<file path="src/rtl/serial_subtractor_8bit.sv">
// Bit-serial 8-bit subtractor d = a - b, LSB first, with one borrow flip-flop.
// Reports borrow, zero and signed-overflow flags under a start/ready/done handshake.
module serial_subtractor_8bit (
  input  logic       clk,
  input  logic       rst,
  input  logic       start,
  input  logic [7:0] a,
  input  logic [7:0] b,
  output logic       ready,
  output logic       busy,
  output logic       done,
  output logic [7:0] d,
  output logic       borrow,
  output logic       zero,
  output logic       overflow,
  output logic [1:0] dbg_state
);

  // Handshake: start is taken on a rising edge where start=1 and ready=1.
  // done is a one-cycle pulse; d and the flags stay valid until the next done.
  typedef enum logic [1:0] {
    S_IDLE  = 2'd0,
    S_SHIFT = 2'd1,
    S_DONE  = 2'd2
  } state_t;

  state_t     state_q, state_d;
  logic [7:0] areg_q, breg_q, res_q;
  logic [2:0] cnt_q;
  logic       br_q;
  logic       a7_q, b7_q;
  logic [7:0] d_q;
  logic       borrow_q, zero_q, ovf_q;

  logic       a0, b0, diff_bit, br_d;
  logic [7:0] res_d;

  assign a0       = areg_q[0];
  assign b0       = breg_q[0];
  assign diff_bit = a0 ^ b0 ^ br_q;
  assign br_d     = (~a0 & b0) | (~(a0 ^ b0) & br_q);
  assign res_d    = {diff_bit, res_q[7:1]};

  always_ff @(posedge clk) begin
    if (rst) state_q <= S_IDLE;
    else     state_q <= state_d;
  end

  always_comb begin
    state_d = state_q;
    case (state_q)
      S_IDLE:  if (start) state_d = S_SHIFT;
      S_SHIFT: if (cnt_q == 3'd7) state_d = S_DONE;
      S_DONE:  state_d = S_IDLE;
      default: state_d = S_IDLE;
    endcase
  end

  always_comb begin
    ready = 1'b0;
    busy  = 1'b0;
    done  = 1'b0;
    case (state_q)
      S_IDLE:  ready = 1'b1;
      S_SHIFT: busy  = 1'b1;
      S_DONE:  done  = 1'b1;
      default: ready = 1'b0;
    endcase
  end

  always_ff @(posedge clk) begin
    if (rst) begin
      areg_q   <= 8'h00;
      breg_q   <= 8'h00;
      res_q    <= 8'h00;
      cnt_q    <= 3'd0;
      br_q     <= 1'b0;
      a7_q     <= 1'b0;
      b7_q     <= 1'b0;
      d_q      <= 8'h00;
      borrow_q <= 1'b0;
      zero_q   <= 1'b0;
      ovf_q    <= 1'b0;
    end else begin
      case (state_q)
        S_IDLE: begin
          if (start) begin
            areg_q <= a;
            breg_q <= b;
            br_q   <= 1'b0;
            cnt_q  <= 3'd0;
            a7_q   <= a[7];
            b7_q   <= b[7];
          end
        end
        S_SHIFT: begin
          areg_q <= {1'b0, areg_q[7:1]};
          breg_q <= {1'b0, breg_q[7:1]};
          res_q  <= res_d;
          br_q   <= br_d;
          cnt_q  <= cnt_q + 3'd1;
          // Last bit: publish the result on the same edge that enters DONE.
          if (cnt_q == 3'd7) begin
            d_q      <= res_d;
            borrow_q <= br_d;
            zero_q   <= (res_d == 8'h00);
            ovf_q    <= (a7_q != b7_q) && (res_d[7] != a7_q);
          end
        end
        default: ;
      endcase
    end
  end

  assign d         = d_q;
  assign borrow    = borrow_q;
  assign zero      = zero_q;
  assign overflow  = ovf_q;
  assign dbg_state = state_q;

endmodule

</file>
<file path="config.mk">
export PLATFORM = sky130hd
export DESIGN_NAME = serial_subtractor_8bit
export DESIGN_NICKNAME = d
export VERILOG_FILES = /design/src/rtl/serial_subtractor_8bit.sv
export SDC_FILE = /design/constraint.sdc
export NUM_CORES = 1
export LEC_CHECK = 0
export ABC_AREA = 1
export CAP_MARGIN = 10
export CORE_ASPECT_RATIO = 1.2
export CORE_MARGIN = 2
export CORE_UTILIZATION = 50
export DETAILED_ROUTE_END_ITERATION = 16
export GPL_TIMING_DRIVEN = 0
export HOLD_SLACK_MARGIN = 0.08
export PLACE_DENSITY = 0.77
export SETUP_SLACK_MARGIN = 0.02
export SLEW_MARGIN = 15
export SYNTH_ARGS = -nofsm -noshare
export SYNTH_HDL_FRONTEND = slang
export SYNTH_SLANG_ARGS = --single-unit
export TNS_END_PERCENT = 50
</file>
<file path="constraint.sdc">
create_clock -name clk -period 2.05 [get_ports clk]
set_input_delay 0.205 -clock clk [delete_from_list [all_inputs] [get_ports clk]]
set_output_delay 0.205 -clock clk [all_outputs]
set_load 0.02 [all_outputs]
</file>
==> results.txt <==
Sink Count = 42
postcts setup bufs = 0
H-Tree Level Count = 2
Die X = 59.0 um
Final Max Slew Viols = 0
Fin Clk Skew = 2.74 ps
post-route ant nets = 0
setup violators final = 0
Initial Util = 0.509
Synth-to-Final Area Change = 25.3%
post-synthesis average cell area = 6.66 um2
hold path startpoint = rst
GP Congestion = 0.813
final worst setup slack = 252 ps
final hold violations = 0
worst hold slack = 171 ps
top cells by area, synth = dfxtp_1 (46%), nand2_1 (21%), nor2_1 (10%)
Final min period = 1800 ps
Die Ht = 70.1 um
Routed WL per cell = 10.8 um
WP data arrival = 1590 ps
final WL = 3810 um
Critical-path top delay cell = clkdlybuf4s50_1
FF-to-FF Start = cnt_q[0]
IR drop worst, VDD = 0.000528 V
flop2flop setup slack = 550 ps
CTS buffer count = 5
Nets = 335
WHS Endpoint = d[6]
worst slew pin tran = 467 ps
register area share after synthesis = 0.462
r2r endpoint = borrow
Worst Path Buf+Inv = 1
power per cell area = 723 nW/um2
Worst R2R Path Depth = 6
syn nets = 295
area share of the largest cell type after synthesis = 0.462
Detailed Place HPWL = 2740 um
Yosys reg bits = 42
Fmax = 0.556 GHz
max cap viols = 0
CP Cell Sequence = nor2_1 > clkdlybuf4s50_1
First-pass DRT Iterations = 4
# diodes = 0
I/O Pins = 35
number of global-route vias before repair = 1,462
Post-Route Setup TNS = 0 ps
Rel. slew slack = 0.688
Setup crit end kind = primary output
clock root cell = clkbuf_8
slowest stage delay, CP = 670 ps
HP Class = input port to flip-flop
Die Area = 4140 um2
DP Area = 2200 um2
YS warnings = 0
initial DRC count = 88
Post-CTS Hold Buffers = 0
unrepaired setup endpoints after global routing = false
CTS tree = built
grt total ovfl = 0
most common cell after layout, fill and taps aside = nand2_1
Final Cycle Share = 0.877
most frequent cells in the layout = nand2_1 (101), nor2_1 (50), dfxtp_1 (41)
initial antenna violation count = 0
Post-route DRC = 0
Vias/cell = 4.84
Critical Path RT = 1850 ps
all-layer global routing usage = 0.202
Pleak = 1.04 nW
first-pass GRT wire length = 6380 um
vias = 1,705
deepest clock path buffer count = 2
kind of critical path = flip-flop to primary output
status = finished, final reports clean
Gate Count Post-Synth = 273
worst slack at placement = 283 ps
Tot Pwr = 1.65 mW
Clk Latency, worst-skew pair = 290 ps
synthesized area = 1820 um2
Worst path depth = 2
CP startpoint kind = flip-flop
I/O Buffers = 33
delay-heaviest family, CP = buffers and inverters
post-route cell area = 2280 um2
post-synthesis cell type count = 16
post-synth top area cell = dfxtp_1
share of cells above drive strength 1 = 0.0639
placeable core region = 3570 um2
Critical Path Fanout Max = 7
worst hold stages = 2
row count = 24
largest net degree at the start of global routing = 12
Reg clk slew, reported paths = 70 ps
[state kept, by name (all words and copies together), names as in the netlist]
signal	flops
a7_q	1
d	8
breg_q	8
borrow	1
dbg_state	2
cnt_q	3
overflow	1
res_q	7
br_q	1
zero	1
areg_q	8
b7_q	1
[layout make-up]
| class | instances | area, um2 |
|---|---|---|
| Buffer | 12 | 63.8 |
| Sequential cell | 42 | 842 |
| Fill cell | 334 | 1300 |
| Timing Repair Buffer | 33 | 333 |
| Multi-Input combinational cell | 193 | 816 |
| Inverter | 26 | 97.6 |
| Clock buffer | 7 | 76.3 |
| Tap cell | 39 | 48.8 |
[power by group]
| group | total (mW) | switching, mW | leakage (nW) | internal, mW |
|---|---|---|---|---|
| sequential | 0.895 | 0.0314 | 0.345 | 0.863 |
| clock | 0.493 | 0.258 | 0.0383 | 0.234 |
| combinational | 0.259 | 0.146 | 0.657 | 0.113 |
| total | 1.65 | 0.436 | 1.04 | 1.21 |
[how the worst max path moves through the flow]
stage                 start       end  slack, ps
3_3_place_gp   dbg_state[0]      busy        300
4_1_cts        dbg_state[0]      busy         60
5_1_grt        dbg_state[0]     ready        200
2_1_floorplan     areg_q[0]  overflow        780
6_report       dbg_state[0]     ready        250
3_5_place_dp   dbg_state[0]      busy        280
[synthesized netlist by cell type]
library cell	number
ha_1	2
o21ai_2	1
clkbuf_1	1
or2_2	1
dfxtp_1	42
nand2_1	101
buf_4	2
nor2_2	1
inv_1	26
fa_1	1
nand3b_1	1
buf_2	9
nand3_1	7
a21oi_1	18
o21ai_0	10
nor2_1	50
[per-layer routing]
metal  wire length (um)  vias up  GRT usage
met1               1810      766      0.256
met3                147        5     0.0611
met4                 67        0     0.0758
met5                  0        -          0
met2               1790       30      0.320
li1                   -      904          -
[per-stage QoR]
stage               cells  utilization
finish                352        0.637
global route          352        0.637
CTS                   352        0.637
detailed placement    345        0.615
global placement      345        0.615
floorplan             273            -
[repair_timing]
item                       4_1_cts  5_1_grt
gates resized for setup          1        1
setup endpoints to repair        1        1
cloned                           0        0
[cell families (layout without fill, tap and decap cells)]
group,count (synthesis),after routing,share of synthesized area
AND/OR/NAND/NOR,161,161,0.342
flip-flops,42,42,0.462
buffers and inverters,38,78,0.0888
AO/OA/AOI/OAI,29,29,0.0819
adder cells (fa/ha/maj),3,3,0.0248
No activity file was read; power rests on OpenSTA's default activity.
